$ cat src/rtl/prco_uart_loader_if.sv
// Instruction-memory write bus and loader status seen by prco_core.
// The loader drives everything (master); the core/memory side observes (slave).
interface prco_uart_loader_if #(
    parameter int ADDR_W = 8
);
    logic              mem_we;
    logic [ADDR_W-1:0] mem_addr;
    logic [15:0]       mem_wdata;
    logic              core_rst;
    logic              busy;
    logic              err;
    logic [ADDR_W:0]   word_count;

    modport master (
        output mem_we,
        output mem_addr,
        output mem_wdata,
        output core_rst,
        output busy,
        output err,
        output word_count
    );

    modport slave (
        input mem_we,
        input mem_addr,
        input mem_wdata,
        input core_rst,
        input busy,
        input err,
        input word_count
    );
endinterface

$ cat src/rtl/prco_uart_loader.sv
// UART boot loader for prco_core.
// Receives a frame (0xA5, N, N big-endian 16-bit words, XOR checksum) over an
// 8N1 serial line, writes each word into instruction memory and releases the
// core from reset only after a complete image with a matching checksum.
module prco_uart_loader #(
    parameter int CLK_HZ = 50000000,
    parameter int BAUD   = 115200,
    parameter int ADDR_W = 8
) (
    input  logic                clk50,
    input  logic                rst,
    input  logic                uart_rx,
    prco_uart_loader_if.master  bus
);

    localparam int CLKS_PER_BIT = CLK_HZ / BAUD;
    localparam int CNT_W        = $clog2(CLKS_PER_BIT) + 1;
    localparam int MAX_WORDS    = 2 ** ADDR_W;
    localparam int SYNC_LEN     = 3;

    localparam logic [CNT_W-1:0] BIT_LAST  = CNT_W'(CLKS_PER_BIT - 1);
    localparam logic [CNT_W-1:0] HALF_LAST = CNT_W'(CLKS_PER_BIT / 2 - 1);
    localparam logic [7:0]       HDR       = 8'hA5;

    typedef enum logic [1:0] {
        RX_IDLE,
        RX_START,
        RX_DATA,
        RX_STOP
    } rx_state_t;

    typedef enum logic [2:0] {
        S_IDLE,
        S_LEN,
        S_HI,
        S_LO,
        S_CSUM,
        S_DONE,
        S_ERR
    } ld_state_t;

    // ------------------------------------------------------------------
    // Input synchroniser. Stages 0/1 are the two-flop synchroniser; stage 2
    // only remembers the previous synced value for falling-edge detection.
    // ------------------------------------------------------------------
    logic [SYNC_LEN-1:0] sync_reg;
    logic [SYNC_LEN-1:0] sync_next;

    genvar gi;
    generate
        for (gi = 0; gi < SYNC_LEN; gi++) begin : g_sync
            if (gi == 0) begin : g_first
                assign sync_next[gi] = uart_rx;
            end else begin : g_chain
                assign sync_next[gi] = sync_reg[gi-1];
            end
        end
    endgenerate

    // Shift the line through the synchroniser; idle-high after reset.
    always_ff @(posedge clk50) begin
        if (rst) begin
            sync_reg <= '1;
        end else begin
            sync_reg <= sync_next;
        end
    end

    logic rx_s;
    logic rx_fall;
    assign rx_s    = sync_reg[1];
    assign rx_fall = sync_reg[2] & ~sync_reg[1];

    // ------------------------------------------------------------------
    // Receiver
    // ------------------------------------------------------------------
    rx_state_t        rx_state_reg;
    logic [CNT_W-1:0] cnt_reg;
    logic [2:0]       bit_idx_reg;
    logic [7:0]       shift_reg;

    // Byte strobes are taken in the stop-bit sample cycle itself, so the
    // loader can register its response on that same edge.
    logic       stop_sample;
    logic       byte_valid;
    logic       frame_err;
    logic [7:0] rx_byte;
    assign stop_sample = (rx_state_reg == RX_STOP) && (cnt_reg == BIT_LAST);
    assign byte_valid  = stop_sample & rx_s;
    assign frame_err   = stop_sample & ~rx_s;
    assign rx_byte     = shift_reg;

    // Receiver FSM: start-bit qualification, 8 LSB-first data samples, stop sample.
    always_ff @(posedge clk50) begin
        if (rst) begin
            rx_state_reg <= RX_IDLE;
            cnt_reg      <= '0;
            bit_idx_reg  <= '0;
            shift_reg    <= '0;
        end else begin
            case (rx_state_reg)
                RX_IDLE: begin
                    cnt_reg <= '0;
                    if (rx_fall) begin
                        rx_state_reg <= RX_START;
                    end
                end
                RX_START: begin
                    if (cnt_reg == HALF_LAST) begin
                        cnt_reg     <= '0;
                        bit_idx_reg <= '0;
                        // A start bit that is high again mid-bit was a glitch.
                        rx_state_reg <= rx_s ? RX_IDLE : RX_DATA;
                    end else begin
                        cnt_reg <= cnt_reg + 1'b1;
                    end
                end
                RX_DATA: begin
                    if (cnt_reg == BIT_LAST) begin
                        cnt_reg   <= '0;
                        shift_reg <= {rx_s, shift_reg[7:1]};
                        if (bit_idx_reg == 3'd7) begin
                            rx_state_reg <= RX_STOP;
                        end else begin
                            bit_idx_reg <= bit_idx_reg + 1'b1;
                        end
                    end else begin
                        cnt_reg <= cnt_reg + 1'b1;
                    end
                end
                RX_STOP: begin
                    if (cnt_reg == BIT_LAST) begin
                        cnt_reg      <= '0;
                        rx_state_reg <= RX_IDLE;
                    end else begin
                        cnt_reg <= cnt_reg + 1'b1;
                    end
                end
                default: rx_state_reg <= RX_IDLE;
            endcase
        end
    end

    // ------------------------------------------------------------------
    // Loader
    // ------------------------------------------------------------------
    ld_state_t         state_reg;
    logic [7:0]        len_reg;
    logic [7:0]        hi_reg;
    logic [7:0]        csum_reg;
    logic              mem_we_reg;
    logic [ADDR_W-1:0] mem_addr_reg;
    logic [15:0]       mem_wdata_reg;
    logic              core_rst_reg;
    logic              busy_reg;
    logic              err_reg;
    logic [ADDR_W:0]   word_count_reg;

    // Loader FSM: steps only on a received byte or a framing error.
    always_ff @(posedge clk50) begin
        if (rst) begin
            state_reg      <= S_IDLE;
            len_reg        <= '0;
            hi_reg         <= '0;
            csum_reg       <= '0;
            mem_we_reg     <= 1'b0;
            mem_addr_reg   <= '0;
            mem_wdata_reg  <= '0;
            core_rst_reg   <= 1'b1;
            busy_reg       <= 1'b0;
            err_reg        <= 1'b0;
            word_count_reg <= '0;
        end else begin
            mem_we_reg <= 1'b0;
            if (frame_err) begin
                // A broken byte outside a frame is just line noise.
                if (state_reg != S_IDLE && state_reg != S_DONE) begin
                    state_reg    <= S_ERR;
                    err_reg      <= 1'b1;
                    busy_reg     <= 1'b0;
                    core_rst_reg <= 1'b1;
                end
            end else if (byte_valid) begin
                case (state_reg)
                    S_IDLE, S_DONE, S_ERR: begin
                        if (rx_byte == HDR) begin
                            state_reg      <= S_LEN;
                            busy_reg       <= 1'b1;
                            err_reg        <= 1'b0;
                            word_count_reg <= '0;
                            csum_reg       <= '0;
                            core_rst_reg   <= 1'b1;
                        end
                    end
                    S_LEN: begin
                        len_reg <= rx_byte;
                        if (rx_byte == 8'd0) begin
                            state_reg <= S_CSUM;
                        end else if (int'(rx_byte) > MAX_WORDS) begin
                            state_reg    <= S_ERR;
                            err_reg      <= 1'b1;
                            busy_reg     <= 1'b0;
                            core_rst_reg <= 1'b1;
                        end else begin
                            state_reg <= S_HI;
                        end
                    end
                    S_HI: begin
                        hi_reg    <= rx_byte;
                        csum_reg  <= csum_reg ^ rx_byte;
                        state_reg <= S_LO;
                    end
                    S_LO: begin
                        csum_reg       <= csum_reg ^ rx_byte;
                        mem_we_reg     <= 1'b1;
                        mem_addr_reg   <= word_count_reg[ADDR_W-1:0];
                        mem_wdata_reg  <= {hi_reg, rx_byte};
                        word_count_reg <= word_count_reg + 1'b1;
                        if (int'(word_count_reg) + 1 == int'(len_reg)) begin
                            state_reg <= S_CSUM;
                        end else begin
                            state_reg <= S_HI;
                        end
                    end
                    S_CSUM: begin
                        busy_reg <= 1'b0;
                        if (rx_byte == csum_reg) begin
                            state_reg    <= S_DONE;
                            core_rst_reg <= 1'b0;
                        end else begin
                            state_reg    <= S_ERR;
                            err_reg      <= 1'b1;
                            core_rst_reg <= 1'b1;
                        end
                    end
                    default: state_reg <= S_IDLE;
                endcase
            end
        end
    end

    assign bus.mem_we     = mem_we_reg;
    assign bus.mem_addr   = mem_addr_reg;
    assign bus.mem_wdata  = mem_wdata_reg;
    assign bus.core_rst   = core_rst_reg;
    assign bus.busy       = busy_reg;
    assign bus.err        = err_reg;
    assign bus.word_count = word_count_reg;

endmodule
$ cat src/flat_wrapper.sv
// flat-port wrapper written by rule: the top's interface ports become plain ports
module prco_uart_loader_flat 
#(
    parameter int CLK_HZ = 50000000,
    parameter int BAUD   = 115200,
    parameter int ADDR_W = 8
)
  (clk50, rst, uart_rx, bus_mem_we, bus_mem_addr, bus_mem_wdata, bus_core_rst, bus_busy, bus_err, bus_word_count);
  prco_uart_loader_if #(.ADDR_W(ADDR_W)) bus_i ();
  input  logic clk50;
  input  logic rst;
  input  logic uart_rx;
  output wire logic [$bits(bus_i.mem_we)-1:0] bus_mem_we;
  output wire logic [$bits(bus_i.mem_addr)-1:0] bus_mem_addr;
  output wire logic [$bits(bus_i.mem_wdata)-1:0] bus_mem_wdata;
  output wire logic [$bits(bus_i.core_rst)-1:0] bus_core_rst;
  output wire logic [$bits(bus_i.busy)-1:0] bus_busy;
  output wire logic [$bits(bus_i.err)-1:0] bus_err;
  output wire logic [$bits(bus_i.word_count)-1:0] bus_word_count;
  assign bus_mem_we = bus_i.mem_we;
  assign bus_mem_addr = bus_i.mem_addr;
  assign bus_mem_wdata = bus_i.mem_wdata;
  assign bus_core_rst = bus_i.core_rst;
  assign bus_busy = bus_i.busy;
  assign bus_err = bus_i.err;
  assign bus_word_count = bus_i.word_count;
  prco_uart_loader #(.CLK_HZ(CLK_HZ), .BAUD(BAUD), .ADDR_W(ADDR_W)) u_core (.clk50(clk50), .rst(rst), .uart_rx(uart_rx), .bus(bus_i));
endmodule
$ cat config.mk
export PLATFORM = sky130hd
export DESIGN_NAME = prco_uart_loader_flat
export DESIGN_NICKNAME = d
export VERILOG_FILES = /design/src/rtl/prco_uart_loader_if.sv /design/src/rtl/prco_uart_loader.sv /design/src/flat_wrapper.sv
export SDC_FILE = /design/constraint.sdc
export NUM_CORES = 1
export LEC_CHECK = 0
export CORE_AREA = 2 2 92 94
export DETAILED_ROUTE_END_ITERATION = 8
export DIE_AREA = 0 0 94 96
export PLACE_DENSITY = 0.81
export SETUP_SLACK_MARGIN = 0.2
export SYNTH_ARGS = -nofsm -noshare
export SYNTH_HDL_FRONTEND = slang
export SYNTH_SLANG_ARGS = --single-unit
$ cat constraint.sdc
create_clock -name clk50 -period 3.2 [get_ports clk50]
set_clock_uncertainty 0.1 [all_clocks]
set_input_delay 0.8 -clock clk50 [delete_from_list [all_inputs] [get_ports clk50]]
set_output_delay 0.8 -clock clk50 [all_outputs]
set_load 0.02 [all_outputs]
# Yosys cells after proc, flatten, opt, wreduce, memory -nomap -nowiden
# Cells that the tools add are included.
# totals
ff_bits,90
latchBits,0
ramBits,0
romBits,0
in_bits,3
out_inout_bits,37
word_cells,121
mem_count,0
# classes
add_sub_neg,4
multipliers,0
div,0
n_lt_le_gt_ge,0
n_eq_ne,26
shift,0
n_mux,42
bitwise_logic,7
reduce_logical,26
# ops
operator,n
equality test 32 x 9 -> 1 bit,1
one-hot mux 10 bit (3 select lines),1
2-to-1 mux 3 bit,9
2-to-1 mux 10 bit,2
one-hot mux 9 bit (2 select lines),1
one-hot mux 8 bit (2 select lines),1
AND reduction 4 bit,4
one-hot mux 3 bit (5 select lines),1
2-to-1 mux 2 bit,7
2-to-1 mux 1 bit,13
equality test 3 bit (second input constant),4
AND reduction 3 bit,4
adder 10 x 1 -> 10 bit (second input constant),1
adder 9 x 1 -> 10 bit (second input constant),1
equality test 10 x 8 -> 1 bit (second input constant),1
equality test 10 x 9 -> 1 bit (second input constant),1
inequality test 2 x 1 -> 1 bit (second input constant),5
AND reduction 5 bit,2
adder 9 x 1 -> 9 bit (second input constant),1
2-to-1 mux 9 bit,1
equality test 8 bit,1
equality test 8 bit (second input constant),1
zero test 8 bit,1
2-to-1 mux 8 bit,1
23 further kinds,40

# Depth between registers and ports, before layout
# depth
word_depth,6
ltp_mapped,10
depth_no_buf,8

# Worst setup path after synthesis
# No wires, ideal clock.
# synth_timing
kind,reg-to-reg
start,"register u_core.word_count_reg[0], in the netlist u_core.bus.word_count[0]"
end,register u_core.state_reg[1]
setup_time_ns,0.120
arrival_time_ns,2.115
required_time_ns,2.980
setup_slack_ns,0.865
path_stages_with_launch,10
path_buffers,2
synth_period_minus_slack_ns,2.335
cell_sequence,dfxtp_1 > ha_1 > clkbuf_1 > and4_1 > clkbuf_1 > xor2_1 > nand2_1 > mux2i_1 > a31oi_1 > o31a_1
# synth_via
elab_chain_len,6
# synth_lines
element,line_no,rtl
start: declaration,prco_uart_loader.sv:157,logic [ADDR_W:0] word_count_reg;
start signal: assignment,prco_uart_loader.sv:218,word_count_reg <= word_count_reg + 1'b1;
adder 9 x 1 -> 10 bit,prco_uart_loader.sv:219,if (int'(word_count_reg) + 1 == int'(len_reg)) begin
equality test 32 x 9 -> 1 bit,prco_uart_loader.sv:219,
2-to-1 mux 3 bit,prco_uart_loader.sv:219,
one-hot mux 3 bit (5 select lines),prco_uart_loader.sv:184,case (state_reg)
2-to-1 mux 3 bit,prco_uart_loader.sv:183,end else if (byte_valid) begin
2-to-1 mux 3 bit,prco_uart_loader.sv:175,if (frame_err) begin
end signal: assignment,prco_uart_loader.sv:178,state_reg <= S_ERR;
end signal: assignment,prco_uart_loader.sv:187,state_reg <= S_LEN;
end signal: assignment,prco_uart_loader.sv:220,state_reg <= S_CSUM;
end: declaration,prco_uart_loader.sv:147,ld_state_t state_reg;
# No other way between the ends. The select of a mux whose other input is x is not followed.
# A chain may end at the register's enable or synchronous reset.

# Final worst setup path
# layout_timing
start,register u_core.state_reg[0]
end,"register u_core.core_rst_reg, in the netlist u_core.bus.core_rst"
# layout_via
elab_chain_len,5
word_cells_on_any_way,15
classes_between,eq/ne: 6; mux: 3; reduce/logical: 6
# layout_lines
element,line_no,rtl
start signal: assignment,prco_uart_loader.sv:162,state_reg <= S_IDLE;
start signal: assignment,prco_uart_loader.sv:178,
start signal: assignment,prco_uart_loader.sv:187,
equality test 3 bit / zero test 3 bit (equally long branches),prco_uart_loader.sv:184,
OR reduction 3 bit,prco_uart_loader.sv:184,
one-hot mux 1 bit (2 select lines),prco_uart_loader.sv:184,
2-to-1 mux 1 bit,prco_uart_loader.sv:183,
2-to-1 mux 1 bit,prco_uart_loader.sv:175,
end signal: assignment,prco_uart_loader.sv:169,core_rst_reg <= 1'b1;
end signal: assignment,prco_uart_loader.sv:181,core_rst_reg <= 1'b1;
end signal: assignment,prco_uart_loader.sv:192,core_rst_reg <= 1'b1;
end: declaration,prco_uart_loader.sv:154,logic core_rst_reg;
# Several ways; a longest one is shown, not always the timed one. The select of a mux whose other input is x is not followed.

==> out/summary.md <==
## Floorplanning
• 53.1% — starting utilization of the core area
• 0.00902 mm² — die outline area
• 33 — Std-Cell Rows
• 40 — number of primary I/O pins
• 96 µm — vertical die dimension
• 94 µm — die outline width
• 0.00805 mm² — standard cell core area

## Run
• 0 — number of max-capacitance violations reported

## Pwr
• 458 µW — power dissipated by switching net loads
• 387 mW/mm² — Pwr per Cell Area
• 38.8% — share of power burned in the clock network
• 24.3% — Switching Fraction
• 59.6% — portion of total power attributed to sequential cells
• 0.260 mV — maximum ir drop on the vdd rail
• 1.78 nW — static leakage
• 1.43 mW — internal power component
• 1.7% — power share of the combinational group

## Worst hold path
• 1 — WHS Path Cells
• u_core.sync_reg[0] — Hold Crit Start
• flip-flop to flip-flop — Hold Crit Class

## Worst setup path
• flip-flop — launching element type of the critical path
• flip-flop to flip-flop — Crit Path Category
• u_core.state_reg[0] — launch point of the worst path
• 15 — Max FO, Critical Path
• flip-flop — Critical Path Sink Type
• 3350 ps — Data required, critical path
• 5 — Reg2Reg Depth
• 2690 ps — Arr. time, crit path
• u_core.state_reg[0] — Reg-to-Reg Start

## Route
• 0 — final routed DRC violation total
• 0 — number of nets with antenna violations after routing
• 14.0 µm — wire length per cell
• 3625 — total number of vias
• 279 — number of design-rule violations left by the first detailed-router iteration
• 4 — drt pass-1 iters
• 9100 µm — total detailed-routing wirelength
• 5.56 — mean number of vias per cell

## Place
• 6180 µm — post-detail-place hpwl
• 737 ps — pre-CTS worst setup slack
• 0.00469 mm² — area of placed instances
• 39 — count of port buffers added during placement
• 0.878 — placer congestion estimate

## Timing
• 0 — number of hold-slack violations in the final timing report
• 394 MHz — highest attainable clock frequency
• no — RSZ-0062 raised after global routing
• 2540 ps — final critical-path required period
• 56.7% — Max transition margin
• 0 — Max Transition Viols Final
• 0 — number of failing setup endpoints in the final timing report
• 79.4% — Final period util
• 659 ps — Final WS setup
• 631 ps — Slew @ Worst Pin
• 0 ps — accumulated negative setup slack

## Clocking
• 90 — Clock Sink Count
• 0 — number of gates resized after CTS
• 0 — hold bufs inserted after CTS
• 0 — buffer count from post-CTS setup fixing
• 90 ps — clock-pin transition on the worst setup and hold timing paths
• 9 — number of buffers created by CTS
• clkbuf_8 — root buf cell
• 3 — H-tree levels
• 2 — number of buffers between clock root and the deepest sink
• 370 ps — clock latency on the worst-skew pair
• yes — CTS tree

## Global route
• 15400 µm — first-pass GRT wire length
• 27.3% — GR Layer Usage met1
• 3354 — number of global-route vias before repair
• 3.60% — met3 GRT Util
• 0 — antenna violations before repair
• 0 — overall overflow remaining after global route
• 45 — pin count of the biggest net entering global routing
• 21.4% — overall track demand over capacity in global routing
• 36.0% — global routing usage on met2
• met2 — busiest layer in global routing

## Logic synthesis
• 57 — number of distinct library cells after synthesis
• 8.13 µm² — average cell area after synthesis
• 42.1% — sequential cell area fraction in the yosys report
• dfxtp_1 — Post-synth top flop
• 0 — number of enable-type register cells in the synthesized netlist
• 90 — total of flip-flops plus latches after synthesis
• 535 — post-synthesis net count
• 0.00428 mm² — summed instance area of the synthesized netlist
• 0% — share of synthesized registers carrying an async set or reset
• 0 — warnings from Yosys
• 526 — cell count after synthesis

## Cells and area
• 551 — net total in the final layout
• 16 — number of flip-flops in the largest register
• 0 — antenna fix cells
• 0.00180 mm² — combined flip-flop and latch cell area
• 7.50% — proportion of layout cells with a drive suffix above 1
• 0.00487 mm² — Layout Cell Area excl Fill
• 700 — Fill cells
• 0.00229 mm² — combined area of the multi-input logic cells
• 13.9% — post-synthesis to final-layout area growth

## Status
• finished, final reports clean — result of the run

cell usage after synthesis, types with 5 or more instances:
| master | count | area share (%) |
|---|---|---|
| nand3b_1 | 5 | 0.88 |
| a211oi_1 | 7 | 1.2 |
| xor2_1 | 11 | 2.3 |
| nand4_1 | 8 | 1.2 |
| nor3_1 | 5 | 0.59 |
| dfxtp_1 | 90 | 42 |
| xnor2_1 | 12 | 2.5 |
| inv_1 | 5 | 0.44 |
| ha_1 | 6 | 1.8 |
| clkbuf_1 | 33 | 2.9 |
| nor2b_1 | 14 | 2.0 |
| and4_1 | 5 | 1.0 |
| nor2_1 | 75 | 6.6 |
| or2_2 | 6 | 0.88 |
| nand2_1 | 75 | 6.6 |
| o21ai_0 | 17 | 2.0 |
| nand3_1 | 10 | 1.2 |
| and3_1 | 6 | 0.88 |
| a21oi_1 | 57 | 6.7 |
| mux2i_1 | 24 | 5.6 |
| a31oi_1 | 5 | 0.73 |
worst paths after layout:
path | to | slack (ps)
setup / recovery | u_core.bus.core_rst | 660
hold / removal | u_core.sync_reg[1] | 330
setup reg to reg | u_core.bus.core_rst | 660
hold reg to reg | u_core.sync_reg[1] | 330
layer usage:
layer  share of wire [%]  up-vias
met5                   0        -
met3                 4.8       16
met2                  48       87
met1                  45     1683
met4                 2.0        0
li1                    -     1839
area by class of cell:
type,instances,share of cell area (%)
well taps,105,2.70
clock inverters,7,1.26
repair buffers,45,9.09
multi-input cells,390,47.0
flip-flops and latches,90,37.0
clock buffers,9,2.54
inverters,6,0.462
worst max-delay path: stages (launching register included):
cell      delay, ps
dfxtp_1         650
clkinv_1        390
mux2i_1         600
a311oi_4        210
o21a_4          170
a221o_1         300
cell usage in the layout (no fill, tap or decap), drive strengths merged, types with 8 or more instances in the layout:
cell and n:
dfxtp 90, nor2 76, nand2 75, a21oi 58, clkdlybuf4s50 38, mux2i 24, o21ai 18, nor2b 14
xnor2 12, xor2 11, nand3 10, clkbuf 9, nand4 8, inv 8
power by group through the flow:
stage          sequential, mW  clock, mW  combinational (mW)
2_1_floorplan            1.15          0              0.0229
3_3_place_gp             1.15          0              0.0319
3_5_place_dp             1.15          0              0.0323
4_1_cts                  1.12      0.749              0.0322
5_1_grt                  1.12      0.806              0.0356
6_report                 1.12      0.732              0.0319
metrics by stage:
step	instances	utilization (%)	total power [mW]	hold slack (ps)
global route	652	60.5	1.97	360
global placement	636	58.2	1.18	301
detailed placement	636	58.2	1.18	300
finish	652	60.5	1.89	329
floorplan	526	-	1.17	289
CTS	652	60.5	1.90	329
kinds of logic after synthesis:
kind of cell	share of synthesized area (%)
xor+xnor	4.71
flops	42.1
simple gates	25.4
compound gates	15.7
mux	5.88
fa+ha+maj	1.76
buf+inv	4.51
Note: power is estimated with default switching activity, not from simulation.
